[config.mk]
export PLATFORM = sky130hd
export DESIGN_NAME = scc_control_sequencer
export DESIGN_NICKNAME = d
export VERILOG_FILES = /design/src/rtl/scc_pkg.sv /design/src/rtl/scc_op_classify.sv /design/src/rtl/scc_control_sequencer.sv
export SDC_FILE = /design/constraint.sdc
export NUM_CORES = 1
export LEC_CHECK = 0
export CORE_AREA = 2 2 77 79
export DETAILED_ROUTE_END_ITERATION = 8
export DIE_AREA = 0 0 79 81
export GPL_ROUTABILITY_DRIVEN = 0
export GPL_TIMING_DRIVEN = 0
export PLACE_DENSITY = 0.72
export SYNTH_ARGS = -nofsm -noshare
export SYNTH_HDL_FRONTEND = slang
export SYNTH_SLANG_ARGS = --single-unit
[constraint.sdc]
create_clock -name clk -period 4 [get_ports clk]
set_input_delay 0.4 -clock clk [delete_from_list [all_inputs] [get_ports clk]]
set_output_delay 0.4 -clock clk [all_outputs]
set_load 0.01 [all_outputs]
[src/rtl/scc_pkg.sv]
// Shared types for the SCC control sequencer: FSM states, opcode encodings,
// instruction classes and trap cause codes.
package scc_pkg;

    typedef enum logic [3:0] {
        ST_IDLE   = 4'd0,
        ST_FETCH  = 4'd1,
        ST_DECODE = 4'd2,
        ST_EXEC   = 4'd3,
        ST_MEM    = 4'd4,
        ST_WB     = 4'd5,
        ST_HALTED = 4'd6,
        ST_TRAP   = 4'd7,
        ST_PAUSE  = 4'd8
    } state_t;

    typedef enum logic [2:0] {
        CLS_REG     = 3'd0,
        CLS_LOAD    = 3'd1,
        CLS_STORE   = 3'd2,
        CLS_NOP     = 3'd3,
        CLS_BRANCH  = 3'd4,
        CLS_HALT    = 3'd5,
        CLS_ILLEGAL = 3'd6
    } op_class_t;

    localparam logic [6:0] OP_LOAD  = 7'b1000000;
    localparam logic [6:0] OP_STORE = 7'b1000001;
    localparam logic [6:0] OP_NOP   = 7'b1100100;
    localparam logic [6:0] OP_HALT  = 7'b1101000;
    // Branches occupy 11000xx except 1100011.
    localparam logic [4:0] OP_BRANCH_HI = 5'b11000;

    localparam logic [1:0] CAUSE_NONE    = 2'd0;
    localparam logic [1:0] CAUSE_ILLEGAL = 2'd1;
    localparam logic [1:0] CAUSE_TIMEOUT = 2'd2;

endpackage

[src/rtl/scc_op_classify.sv]
// Purpose: classify a 7-bit opcode into an instruction class and flag-update bit.
// Latency: combinational. Backpressure: none.
// Config: not affected by SCC_SINGLE_STEP_EN.
module scc_op_classify
    import scc_pkg::*;
(
    input  logic [6:0] opcode_i,
    output op_class_t  op_class_o,
    output logic       sets_flags_o
);

    always_comb begin
        op_class_o = CLS_ILLEGAL;
        if (opcode_i[6] == 1'b0) begin
            op_class_o = CLS_REG;
        end else if (opcode_i == OP_LOAD) begin
            op_class_o = CLS_LOAD;
        end else if (opcode_i == OP_STORE) begin
            op_class_o = CLS_STORE;
        end else if (opcode_i == OP_NOP) begin
            op_class_o = CLS_NOP;
        end else if (opcode_i == OP_HALT) begin
            op_class_o = CLS_HALT;
        end else if (opcode_i[6:2] == OP_BRANCH_HI && opcode_i[1:0] != 2'b11) begin
            op_class_o = CLS_BRANCH;
        end
    end

    assign sets_flags_o = (opcode_i[6] == 1'b0) && opcode_i[3];

endmodule

[src/rtl/scc_control_sequencer.sv]
// Purpose: multi-cycle IF->ID->ALU/DMEM->WB control FSM with halt/trap status and retire count.
// Latency: REG 4, NOP/BRANCH 3, LOAD/STORE 5 + dmem wait cycles; FETCH stalls on instr_valid, MEM on dmem_ready.
// Config: SCC_SINGLE_STEP_EN adds step_mode/step_req and a PAUSE state after each WB.
module scc_control_sequencer
    import scc_pkg::*;
#(
    parameter int TIMEOUT_CYCLES = 16,
    parameter int RETIRE_W       = 32
) (
    input  logic                clk,
    input  logic                rst_n,
    input  logic                start,
    input  logic                instr_valid,
    input  logic [6:0]          opcode,
    input  logic                dmem_ready,
`ifdef SCC_SINGLE_STEP_EN
    input  logic                step_mode,
    input  logic                step_req,
`endif
    output logic                ir_load,
    output logic                alu_en,
    output logic                dmem_re,
    output logic                dmem_we,
    output logic                rf_we,
    output logic                flags_we,
    output logic                pc_en,
    output logic                halted,
    output logic                trap,
    output logic [1:0]          trap_cause,
    output logic [RETIRE_W-1:0] retired
);

    localparam int CNT_W = $clog2(TIMEOUT_CYCLES + 1);
    localparam logic [CNT_W-1:0] CNT_LAST = CNT_W'(TIMEOUT_CYCLES - 1);

    state_t              state_q, state_d;
    logic [6:0]          opcode_q, opcode_d;
    logic [CNT_W-1:0]    cnt_q, cnt_d;
    logic [RETIRE_W-1:0] retired_q, retired_d;
    logic [1:0]          cause_q, cause_d;

    op_class_t op_class;
    logic      sets_flags;

    scc_op_classify u_classify (
        .opcode_i     (opcode_q),
        .op_class_o   (op_class),
        .sets_flags_o (sets_flags)
    );

    always_ff @(posedge clk or negedge rst_n) begin
        if (!rst_n) begin
            state_q   <= ST_IDLE;
            opcode_q  <= '0;
            cnt_q     <= '0;
            retired_q <= '0;
            cause_q   <= CAUSE_NONE;
        end else begin
            state_q   <= state_d;
            opcode_q  <= opcode_d;
            cnt_q     <= cnt_d;
            retired_q <= retired_d;
            cause_q   <= cause_d;
        end
    end

    always_comb begin
        state_d   = state_q;
        opcode_d  = opcode_q;
        cnt_d     = cnt_q;
        retired_d = retired_q;
        cause_d   = cause_q;
        case (state_q)
            ST_IDLE: begin
                if (start) state_d = ST_FETCH;
            end
            ST_FETCH: begin
                if (instr_valid) begin
                    opcode_d = opcode;
                    state_d  = ST_DECODE;
                end
            end
            ST_DECODE: begin
                case (op_class)
                    CLS_HALT:    state_d = ST_HALTED;
                    CLS_ILLEGAL: begin
                        state_d = ST_TRAP;
                        cause_d = CAUSE_ILLEGAL;
                    end
                    CLS_NOP, CLS_BRANCH: state_d = ST_WB;
                    default:     state_d = ST_EXEC;
                endcase
            end
            ST_EXEC: begin
                if (op_class == CLS_LOAD || op_class == CLS_STORE) begin
                    state_d = ST_MEM;
                    cnt_d   = '0;
                end else begin
                    state_d = ST_WB;
                end
            end
            ST_MEM: begin
                // A ready arriving on the final allowed cycle still completes the access.
                if (dmem_ready) begin
                    state_d = ST_WB;
                end else if (cnt_q == CNT_LAST) begin
                    state_d = ST_TRAP;
                    cause_d = CAUSE_TIMEOUT;
                end else begin
                    cnt_d = cnt_q + CNT_W'(1);
                end
            end
            ST_WB: begin
                retired_d = retired_q + RETIRE_W'(1);
`ifdef SCC_SINGLE_STEP_EN
                state_d   = step_mode ? ST_PAUSE : ST_FETCH;
`else
                state_d   = ST_FETCH;
`endif
            end
            ST_PAUSE: begin
`ifdef SCC_SINGLE_STEP_EN
                if (step_req) state_d = ST_FETCH;
`else
                state_d = ST_FETCH;
`endif
            end
            ST_HALTED, ST_TRAP: state_d = state_q;
            default:            state_d = ST_IDLE;
        endcase
    end

    // Moore strobes from registered state and latched opcode; only ir_load looks at an input.
    assign ir_load    = (state_q == ST_FETCH) && instr_valid;
    assign alu_en     = (state_q == ST_EXEC);
    assign dmem_re    = (state_q == ST_MEM) && (op_class == CLS_LOAD);
    assign dmem_we    = (state_q == ST_MEM) && (op_class == CLS_STORE);
    assign rf_we      = (state_q == ST_WB) && (op_class == CLS_REG || op_class == CLS_LOAD);
    assign flags_we   = (state_q == ST_WB) && (op_class == CLS_REG) && sets_flags;
    assign pc_en      = (state_q == ST_WB);
    assign halted     = (state_q == ST_HALTED);
    assign trap       = (state_q == ST_TRAP);
    assign trap_cause = cause_q;
    assign retired    = retired_q;

endmodule
# Word level (Yosys, flattened, before mapping)
# Cells that the tools add are included.
# word_totals
wordCells	80
output_inout_bits	43
latchBits	0
n_memories	0
mem_bits_ro	0
ff_bits	50
in_bits	12
ram_bits	0
# classes
order_cmp	0
bitwise_logic	2
muxes	21
n_eq_ne	29
n_mul	0
add_sub_neg	2
shifts	0
div	0
n_reduce_logical	21
# ops
operator	count
$add 32x1->32 const B	1
$eq 7x7->1 const B	4
$pmux 4 s7	1
$eq 4x3->1 const B	4
$mux 4	4
$mux 3	5
$mux 5	3
$ne 2x2->1 const B	7
$reduce_and 4->1	3
$pmux 5 s2	1
$eq 3x3->1 const B	3
$pmux 3 s3	1
$eq 4x2->1 const B	2
$logic_and 1x1->1	8
$mux 2	4
$eq 3x2->1 const B	2
$reduce_or 2->1	3
$add 5x1->5 const B	1
$eq 5x4->1 const B	1
$eq 5x5->1 const B	1
$eq 4x1->1 const B	1
$eq 4x4->1 const B	1
$logic_not 4->1	1
$pmux 2 s2	1
9 further kinds	12

# Logic depth before layout (Yosys ltp)
# logic_depth
ltp_word	12
mapped_depth	7
ltp_nobuf	7

# Cells and area by module
# From an unflattened synthesis, not the netlist that was laid out.
# hier_totals
hier_cells	230
area_unflattened_um2	2501.1
# modules_own_cells
mod	instances	seq_area_each_um2	area_per_inst_um2	cells_per_inst
scc_control_sequencer	1	1226.2	2398.6	214
scc_op_classify	1	0.0	102.6	16

# Worst setup path before layout
# No wires, ideal clock.
# synth_path
path_kind	reg-to-output
start	register state_q[0]
end	output dmem_re
t_required_ns	3.600
setup_slack_ns	2.151
arrival_ns	1.449
path_buffers	2
path_stages_with_launch	5
cell_sequence	dfrtp_1 > buf_2 > or3b_2 > clkbuf_1 > nor3_1
# synth_between
elab_chain_len	2
# synth_rtl
item	line_no	rtl
start, declared	scc_control_sequencer.sv:36	state_t state_q, state_d;
start signal, assigned	scc_control_sequencer.sv:59	state_q <= state_d;
$eq 4x3->1	scc_control_sequencer.sv:136	assign dmem_re = (state_q == ST_MEM) && (op_class == CLS_LOAD);
$logic_and 1x1->1	scc_control_sequencer.sv:136	
end, declared	scc_control_sequencer.sv:22	output logic dmem_re,
# Every way passes these cells.

# Worst setup path after layout
# layout_path
start	register state_q[0]
end	output dmem_we
# layout_between
elab_chain_len	2
# layout_rtl
item	line_no	rtl
$eq 4x3->1	scc_control_sequencer.sv:137	assign dmem_we = (state_q == ST_MEM) && (op_class == CLS_STORE);
$logic_and 1x1->1	scc_control_sequencer.sv:137	
end, declared	scc_control_sequencer.sv:23	output logic dmem_we,
# Every way passes these cells.

==> results by group <==
Critical path
  – Slowest stage delay, CP: around 0.56 ns
  – Largest delay contributor family on the critical path: buffers and inverters
  – Crit-path slowest cell: clkdlybuf4s50_1
  – Crit path max fanout: 10
  – CP Cell Sequence: buf_2 > or3b_2 > clkbuf_1 > nor3_1 > clkdlybuf4s50_1
  – Crit path required time: between 3 and 4 ns
  – Crit path arrival time: 2.36 ns
  – Setup Crit Path Kind: reg2out
  – Crit path buf inv count: 3
  – Setup crit end kind: primary output
  – Critical path launch point type: flop

GRT
  – Total GRT Usage: 0.1674
  – Met3 GRT Util: 0.03556
  – Met2 Usage GRT: 0.2737
  – First-pass GRT wire length: approximately 8400 um
  – Top Usage Layer GRT: met2
  – Initial antenna violation count: 0
  – Routing usage on met1: 0.2213
  – Largest net degree at the start of global routing: 38
  – Number of global-route vias before repair: ~1,800
  – Overflow after GRT: 0

Timing
  – Pins Over Slew Limit: 0
  – Setup_tns: 0 ns
  – RSZ-0062 raised after global routing: no
  – Period utilization: 0.6897
  – Crit path time final: approximately 2.8 ns
  – Max_slew headroom: 0.4954
  – Slew @ Worst Pin: 0.7507 ns
  – Peak Freq: ~360 MHz
  – Layout Skew: 0.008415 ns
  – Setup-failing EPs final: 0
  – Final hold vios: 0
  – Hold Slack: 0.4735 ns

Drt
  – Final Routed Wirelength: ~5000 um
  – Avg Vias per Cell: between 5 and 6
  – Via Count: around 2,000
  – Residual DRC: 0
  – Iteration-0 DRC Markers: 70
  – WL/cell: approximately 14 um
  – Number of routed nets with antenna violations: 0
  – First-pass DRT Iterations: 4

CTS
  – CTS tree: yes
  – Later-pin clock latency in the skew report: around 0.30 ns
  – Clock Pin Slew Worst Setup and Hold Paths: roughly 0.09 ns
  – H-tree levels: 2
  – CTS resizes: 0
  – TritonCTS buffer count: 5
  – Root buf cell: clkbuf_8
  – Clock Tree Buf Depth: 2
  – Sink Count: between 40 and 50

Floorplanning
  – Die W: just under 80 um
  – Area of the core: roughly 5700 um^2
  – Die Y: about 81 um
  – # IOs: 55
  – Site Rows: 28
  – Die area: 6399 um^2
  – Initial Utilization: 0.4334

Layout
  – Final core occ: 0.5699
  – Diode count: 0
  – P&R area growth vs syn: 31.49%
  – Layout Nets: around 300
  – Share of cells above drive strength 1: 0.1034

Placement
  – Post-DP HPWL: 3710 um
  – Port bufs: 54

Yosys
  – Mapped cell area: 2460 um^2
  – Syn avg cell area: approximately 11 um^2
  – Cell count after synthesis: 226
  – Sequential share of the synthesized area: 0.4985
  – Yosys reg bits: a little under 50
  – Syn_nets: around 240
  – Yosys cell types: 43
  – YS warnings: 0

Pwr
  – Leakage power figure: ~1.4 nW
  – Pwr/cell area: slightly below 500 nW/um^2
  – Worst VDD drop: roughly 0.27 mV

Job
  – Max-cap violations: 0

Run status
  – Status: complete, no violations

Worst hold path
  – Hold Crit Class: reg2reg
[synth_stat cells (all sizes together)]
| master | number | area, um^2 |
|---|---|---|
| a22o | 1 | 8.760 |
| nor4 | 5 | 67.56 |
| a2111o | 1 | 11.26 |
| mux2 | 8 | 90.09 |
| o211ai | 2 | 15.01 |
| nand4 | 12 | 81.33 |
| nor3b | 1 | 12.51 |
| nand3 | 24 | 120.1 |
| or3 | 1 | 6.260 |
| xor2 | 8 | 70.07 |
| a21oi | 3 | 15.01 |
| inv | 6 | 22.52 |
| o21a | 1 | 7.510 |
| a2bb2oi | 1 | 8.760 |
| nor2b | 2 | 12.51 |
| nor4b | 3 | 41.29 |
| and3 | 7 | 43.79 |
| nor3 | 4 | 25.02 |
| and4 | 3 | 26.28 |
| and3b | 2 | 17.52 |
| nand4b | 1 | 23.77 |
| ha | 3 | 37.54 |
| and2 | 1 | 6.260 |
| a211oi | 2 | 15.01 |
| nand2b | 2 | 12.51 |
| clkbuf | 4 | 15.01 |
| o22ai | 1 | 6.260 |
| dfrtp | 49 | 1226 |
| xnor2 | 23 | 201.4 |
| o21ai | 7 | 35.03 |
| or4 | 2 | 18.77 |
| o21bai | 1 | 7.510 |
| nand2 | 16 | 60.06 |
| or3b | 1 | 8.760 |
| nor2 | 14 | 52.55 |
| buf | 2 | 10.01 |
| mux2i | 2 | 20.02 |
[routing by layer]
| layer | vias up | part of all wire |
|---|---|---|
| met5 | - | 0 |
| met4 | 0 | 0.016 |
| met3 | 7 | 0.050 |
| met2 | 58 | 0.48 |
| met1 | 950 | 0.45 |
| li1 | 944 | - |
[report_power, final]
group,internal (mW),switching [mW]
Sequential,0.594,0.124
Clock,0.187,0.172
Combinational,0.267,0.258
[what timing repair did]
action / 4_1_cts / 5_1_grt
endpoints found under the hold margin: 12 / 0
buffers inserted: 0 / 0
hold buffers: 1 / 0
setup endpoints to repair: 0 / 0
[layout by cell type (no fill, tap or decap), drive strengths merged, types with 2 or more instances in the layout]
| master | Yosys | final |
|---|---|---|
| mux2i | 2 | 2 |
| inv | 6 | 6 |
| nand3 | 24 | 24 |
| o211ai | 2 | 2 |
| nand4 | 12 | 12 |
| dfrtp | 49 | 49 |
| clkbuf | 4 | 9 |
| clkdlybuf4s50 | 0 | 53 |
| xnor2 | 23 | 23 |
| or4 | 2 | 2 |
| buf | 2 | 4 |
| nor2 | 14 | 14 |
| nor4b | 3 | 3 |
| xor2 | 8 | 8 |
| and3b | 2 | 2 |
| nor3 | 4 | 4 |
| nand2b | 2 | 2 |
| nor4 | 5 | 5 |
| and4 | 3 | 3 |
| a211oi | 2 | 2 |
| a21oi | 3 | 3 |
| nand2 | 16 | 16 |
| nor2b | 2 | 2 |
| ha | 3 | 3 |
| o21ai | 7 | 7 |
| mux2 | 8 | 8 |
| and3 | 7 | 7 |
[metrics by stage]
stage / power (mW) / std cells / instance area [um^2] / setup slack (ns)
after floorplan: 1.044 / 226 / 2460 / 2.151
after global placement: 1.235 / 355 / 3094 / 1.105
after detailed placement: 1.253 / 356 / 3109 / 1.492
after CTS: 1.615 / 365 / 3234 / 1.221
after global routing: 1.707 / 365 / 3234 / 1.150
final: 1.601 / 365 / 3234 / 1.241
[final cells by class]
cell class,count,area [um^2]
clock inverters,3,46.29
well taps,75,93.84
multi-input cells,165,1186
fillers,497,2441
repair buffers,56,565.5
flip-flops and latches,49,1226
plain buffers,6,25.02
inverters,6,22.52
clock buffers,5,68.82
[path summary, 6_finish.rpt]
| kind | from | to | slack [ns] | cells past startpoint |
|---|---|---|---|---|
| min | retired[31]$_DFFE_PN0P_ | retired[31]$_DFFE_PN0P_ | 0.47 | 1 |
| max | state_q[0]$_DFFE_PN0P_ | dmem_we | 1.24 | 5 |
| min reg2reg | retired[31]$_DFFE_PN0P_ | retired[31]$_DFFE_PN0P_ | 0.47 | 1 |
| min in group asynchronous | rst_n | retired[18]$_DFFE_PN0P_ | 0.52 | 2 |
| max in group asynchronous | rst_n | state_q[2]$_DFFE_PN0P_ | 2.97 | 3 |
| max reg2reg | cnt_q[0]$_DFFE_PN0P_ | cnt_q[4]$_DFFE_PN0P_ | 2.03 | 7 |
[registers in the layout (all words and copies together), names as in the netlist]
register,cells
cnt_q,5
opcode_q,7
state_q,3
retired,32
trap_cause,2
[kinds of logic after synthesis]
family / Yosys count / share of synthesized area
buffers and inverters: 12 / 0.01933
AO/OA/AOI/OAI: 20 / 0.05290
AND/OR/NAND/NOR: 101 / 0.2589
multiplexers: 10 / 0.04476
flip-flops: 49 / 0.4985
adder cells (fa/ha/maj): 3 / 0.01526
XOR/XNOR: 31 / 0.1104
Note: power is estimated with default switching activity, not from simulation.
